**config.mk**
```make
export PLATFORM = sky130hd
export DESIGN_NAME = regfile_sb
export DESIGN_NICKNAME = d
export VERILOG_FILES = /design/src/rtl/regfile_sb.sv
export SDC_FILE = /design/constraint.sdc
export NUM_CORES = 2
export LEC_CHECK = 0
export ABC_AREA = 1
export CAP_MARGIN = 20
export CORE_ASPECT_RATIO = 1.4
export CORE_UTILIZATION = 35
export DETAILED_ROUTE_END_ITERATION = 6
export PLACE_DENSITY = 0.53
export REMOVE_ABC_BUFFERS = 1
export SETUP_SLACK_MARGIN = 0.1
export SLEW_MARGIN = 15
export SYNTH_ARGS = -nofsm -noshare
export SYNTH_HDL_FRONTEND = slang
export SYNTH_SLANG_ARGS = --single-unit
```
**constraint.sdc**
```tcl
create_clock -name clk -period 1.94 [get_ports clk]
set_input_delay 0.194 -clock clk [delete_from_list [all_inputs] [get_ports clk]]
set_output_delay 0.194 -clock clk [all_outputs]
set_load 0.01 [all_outputs]
```
**src/rtl/regfile_sb.sv**
```systemverilog
// Register file with a per-register busy scoreboard for decode/issue and writeback.
// Latency: reads are combinational (0 cycles); writes and reservations take effect on the next rising edge.
// Backpressure: issue_ready drops while the destination is reserved; writes are always accepted.
//
// Ports:
//   clk, rst_n                 clock and asynchronous active-low reset
//   wen, waddr, wdata          writeback port; writes to index 0 are ignored
//   raddr, rdata, rbusy        NR_READ packed read ports (index, data, pending-producer flag)
//   issue_valid, issue_rd      destination reservation request from decode
//   issue_ready                reservation can be accepted this cycle
//   wr_count                   free-running count of committed nonzero-index writes
module regfile_sb #(
    parameter int ADDR_WIDTH = 5,
    parameter int DATA_WIDTH = 32,
    parameter int NR_READ    = 2,
    parameter int BYPASS     = 1
) (
    input  logic                          clk,
    input  logic                          rst_n,
    input  logic                          wen,
    input  logic [ADDR_WIDTH-1:0]         waddr,
    input  logic [DATA_WIDTH-1:0]         wdata,
    input  logic [NR_READ*ADDR_WIDTH-1:0] raddr,
    output logic [NR_READ*DATA_WIDTH-1:0] rdata,
    output logic [NR_READ-1:0]            rbusy,
    input  logic                          issue_valid,
    input  logic [ADDR_WIDTH-1:0]         issue_rd,
    output logic                          issue_ready,
    output logic [31:0]                   wr_count
);

    localparam int DEPTH = 1 << ADDR_WIDTH;

    logic [DATA_WIDTH-1:0] rf [DEPTH];
    logic [DEPTH-1:0]      busy;
    logic [31:0]           wr_cnt;

    logic write_act;
    logic fwd_act;
    logic issue_acc;

    assign write_act = wen && (waddr != '0);
    // Forwarding is suppressed while reset is held so outputs read as cleared state.
    assign fwd_act   = (BYPASS != 0) && rst_n && write_act;
    assign issue_acc = issue_valid && issue_ready && (issue_rd != '0);
    assign wr_count  = wr_cnt;

    always_ff @(posedge clk or negedge rst_n) begin
        if (!rst_n) begin
            for (int i = 0; i < DEPTH; i++) begin
                rf[i] <= '0;
            end
            busy   <= '0;
            wr_cnt <= '0;
        end else begin
            if (write_act) begin
                rf[waddr]   <= wdata;
                busy[waddr] <= 1'b0;
                wr_cnt      <= wr_cnt + 32'd1;
            end
            // Placed after the write so a same-index reservation overrides the clear.
            if (issue_acc) begin
                busy[issue_rd] <= 1'b1;
            end
        end
    end

    always_comb begin
        rdata = '0;
        rbusy = '0;
        for (int p = 0; p < NR_READ; p++) begin
            if (raddr[p*ADDR_WIDTH +: ADDR_WIDTH] == '0) begin
                rdata[p*DATA_WIDTH +: DATA_WIDTH] = '0;
                rbusy[p]                          = 1'b0;
            end else if (fwd_act && (waddr == raddr[p*ADDR_WIDTH +: ADDR_WIDTH])) begin
                rdata[p*DATA_WIDTH +: DATA_WIDTH] = wdata;
                rbusy[p]                          = 1'b0;
            end else begin
                rdata[p*DATA_WIDTH +: DATA_WIDTH] = rf[raddr[p*ADDR_WIDTH +: ADDR_WIDTH]];
                rbusy[p]                          = busy[raddr[p*ADDR_WIDTH +: ADDR_WIDTH]];
            end
        end
    end

    always_comb begin
        issue_ready = 1'b1;
        if ((issue_rd != '0) && !(fwd_act && (waddr == issue_rd))) begin
            issue_ready = !busy[issue_rd];
        end
    end

endmodule

```
==> flow_summary.ini <==
[sta]
clock.fmax_mhz = 410
worstMarginPinSlew_ns = 1.04
report.final.slew_viol_count = 0
finClkSkew_ns = 0.0127
rsz0062_at_grt = true
slew-limit-headroom_pct = 30.9
period_needed_ns = 2.44
post-route-period-util_pct = 126
setup_tns_ns = -23.47
final-setup-viol-count = 67
hold_ws_ns = 0.0805
fin_ws_ns = -0.502
hold_viol_final = 0

[min_path]
hold_class = input pin to asynchronous set/reset pin

[power_and_ir_drop]
p_int_mw = 47.6
switchingPower_mw = 22.5
power_frac_seq_pct = 42.6
p_leak_nw = 36.4
switching_share_pct = 32.1
clockPowerShare_pct = 34.2
max-vdd-ir-drop_uv = 653
power_density_nw_per_um2 = 897
power.total_mw = 70.1
combPwrFrac_pct = 23.3

[final_layout]
drive_gt1_share_pct = 19.2
final_cell_mix = 1779 x nand2_1, 1696 x o21ai_0, 1081 x dfrtp_1
final_common_cell = nand2_1
fin_nets = 9223
area_delta_synth_final_pct = 27.6

[clock_network]
root_buffer = clkbuf_16
cts_buffers = 114
clockBufferDepth = 3
worstSkewPairLatency_ns = 0.78
cts.clk_slew.worst_paths_ns = 0.06
cts-htree-levels = 3
clock_sinks = 1088
cts_tree = built

[floorplan]
io_pins = 155
die_y_um = 497
num_rows = 181
start_util_pct = 35.3
die_x_um = 356
design.core.area_um2 = 174000
dieArea_um2 = 177000

[setup_path]
max_stage_delay_ns = 0.40
cp.required_ns = 1.75
worstPathArrival_ns = 2.25
cpMostUsedCell = buf_6
cpLargestDelayFamily = flip-flops
cp.buffers_inverters = 4
endpoint_kind = primary output
path_class = flop to primary output
setup.worst_path.start_class = flop
crit_path_cell_trace = buf_6, a21oi_2, o21ai_1, nand3_1, nand2_1, o21ai_2, buf_6, nand3_4, nand2_2, inv_2, buf_6
critical-path-slowest-cell = dfrtp_1
crit_fanout = 2

[synth]
synth-edff-count = 0
synth_area_um2 = 61300
ys_warn_count = 0
yosysUniqueCellTypes = 26
syn_inst = 8759
synth_top_area_share_pct = 44.4
synth-main-ff-cell = dfrtp_1
ys_seq_elements = 1088
synthArstFlopShare_pct = 100
syn_avg_cell_area_um2 = 7.00
yosys.area.top_type = dfrtp_1
yosysSeqAreaShare_pct = 44.4
yosys-top-cells-area = dfrtp_1 44%, o21ai_0 17%, nand2_1 11%, a21oi_1 6.1%, nor2_1 4.7%

[routing]
num_vias = 63300
wl_met2_um = 118000
routedWlPerCell_um = 22.0
wl_met1_um = 107000
drc = 56
ant_nets = 0
wl_um = 254000
detail_route.iter0.violations = 6865
wl_met3_um = 18300
vias_per_cell = 5.48
first_pass_iters = 7
routed.top_layer = met5

[grt]
grt_antenna_before_repair = 8
grt_pass1_wl_um = 383000
grt_overflow = 0
grt_max_degree = 156
grt_pass1_vias = 60000
track_usage_pct = 28.2

[run_status]
run_status = finished with violations
violations = design-rule violations, negative setup slack

[placement]
post-dp-hpwl_um = 169000
portBuffers = 154
globalplace.congestion = 0.911

[flow_run]
maxCapViolCount = 0
==> power groups by stage <==
stage,clock [mW],sequential [mW],combinational (mW)
global route,25.2,30.4,18.3
CTS,24.4,29.7,15.5
finish,24.0,29.9,16.3
global placement,0,30.0,14.7
floorplan,0,29.4,8.14
detailed placement,0,30.0,15.0
==> cells in the mapped netlist, types with 3 or more instances <==
library cell	count
o21ai_0	2096
inv_2	3
o21ai_1	19
xor2_1	20
xnor2_1	16
buf_1	65
nand2_1	1873
clkbuf_1	533
dfrtp_1	1088
nor3_1	27
o211ai_1	126
inv_1	690
nor2_1	763
clkinv_1	4
nor2_2	5
a21oi_1	747
nand3_1	437
buf_4	14
buf_2	177
a211oi_1	4
nand4_1	45
==> what timing repair did <==
item,in CTS,in global routing
endpoints found under the hold margin,206,0
pin swaps,267,324
hold buffers,2,0
setup buffers,52,52
gates resized for setup,831,493
cloned,2,0
endpoints found under the setup margin,99,76
==> worst min-delay path, cell delays in order <==
cell	delay, ns
buf_8	0.10
dlygate4sd3_1	0.66
buf_4	0.24
==> through the flow <==
stage / util (%) / setup slack [ns] / cell area, um^2 / std cells
2_1_floorplan: - / -6.17 / 58000 / 7970
3_3_place_gp: 41.3 / -0.825 / 71800 / 11200
3_5_place_dp: 41.3 / -0.855 / 71800 / 11200
4_1_cts: 44.3 / -0.571 / 76900 / 11500
5_1_grt: 45.0 / -0.652 / 78200 / 11600
6_report: 45.0 / -0.502 / 78200 / 11600
==> sequential cells by signal, summed over array words and instances, names as in the netlist <==
name	flops
rf	1024
busy	32
wr_count	32
==> area by class of cell <==
cell class / count / area [um^2]
Tap cell: 2287 / 2860
Timing Repair Buffer: 1080 / 11200
Clock buffer: 164 / 3250
Inverter: 697 / 2650
Antenna cell: 3 / 7.51
Fill cell: 17400 / 95500
Multi-Input combinational cell: 6185 / 30300
Sequential cell: 1088 / 27200
Clock inverter: 49 / 724
==> metal layers <==
metal  up-vias  GRT usage (%)
li1      29600              -
met2      2597           45.8
met1     30500           38.1
met4         4           11.1
met5         -              0
met3       551           3.34
==> logic make-up (layout without fill, tap and decap cells) <==
kind of cell	Yosys count	count (layout)	synth area share, %
AO/OA/AOI/OAI	2992	2992	25.0
XOR/XNOR	36	36	0.515
adder cells (fa/ha/maj)	1	1	0.0204
buffers and inverters	1486	1990	9.55
flip-flops	1088	1088	44.4
other	0	3	0
AND/OR/NAND/NOR	3156	3156	20.5
==> final timing paths <==
| kind | from | endpoint | slack (ns) | depth (start not counted) |
|---|---|---|---|---|
| min in group clk | wdata[12] | rf[44]$_DFFE_PN0P_ | 0.11 | 3 |
| max in group asynchronous | rst_n | wr_count[0]$_DFFE_PN0N_ | 0.29 | 5 |
| setup / recovery | rf[26]$_DFFE_PN0P_ | rdata[58] | -0.50 | 11 |
| hold / removal | rst_n | busy[14]$_DFF_PN0_ | 0.08 | 3 |
| hold reg to reg | rf[996]$_DFFE_PN0P_ | rf[996]$_DFFE_PN0P_ | 0.39 | 0 |
| setup reg to reg | wr_count[0]$_DFFE_PN0N_ | wr_count[24]$_DFFE_PN0N_ | 0.18 | 8 |
(Power assumes the default switching activity.)
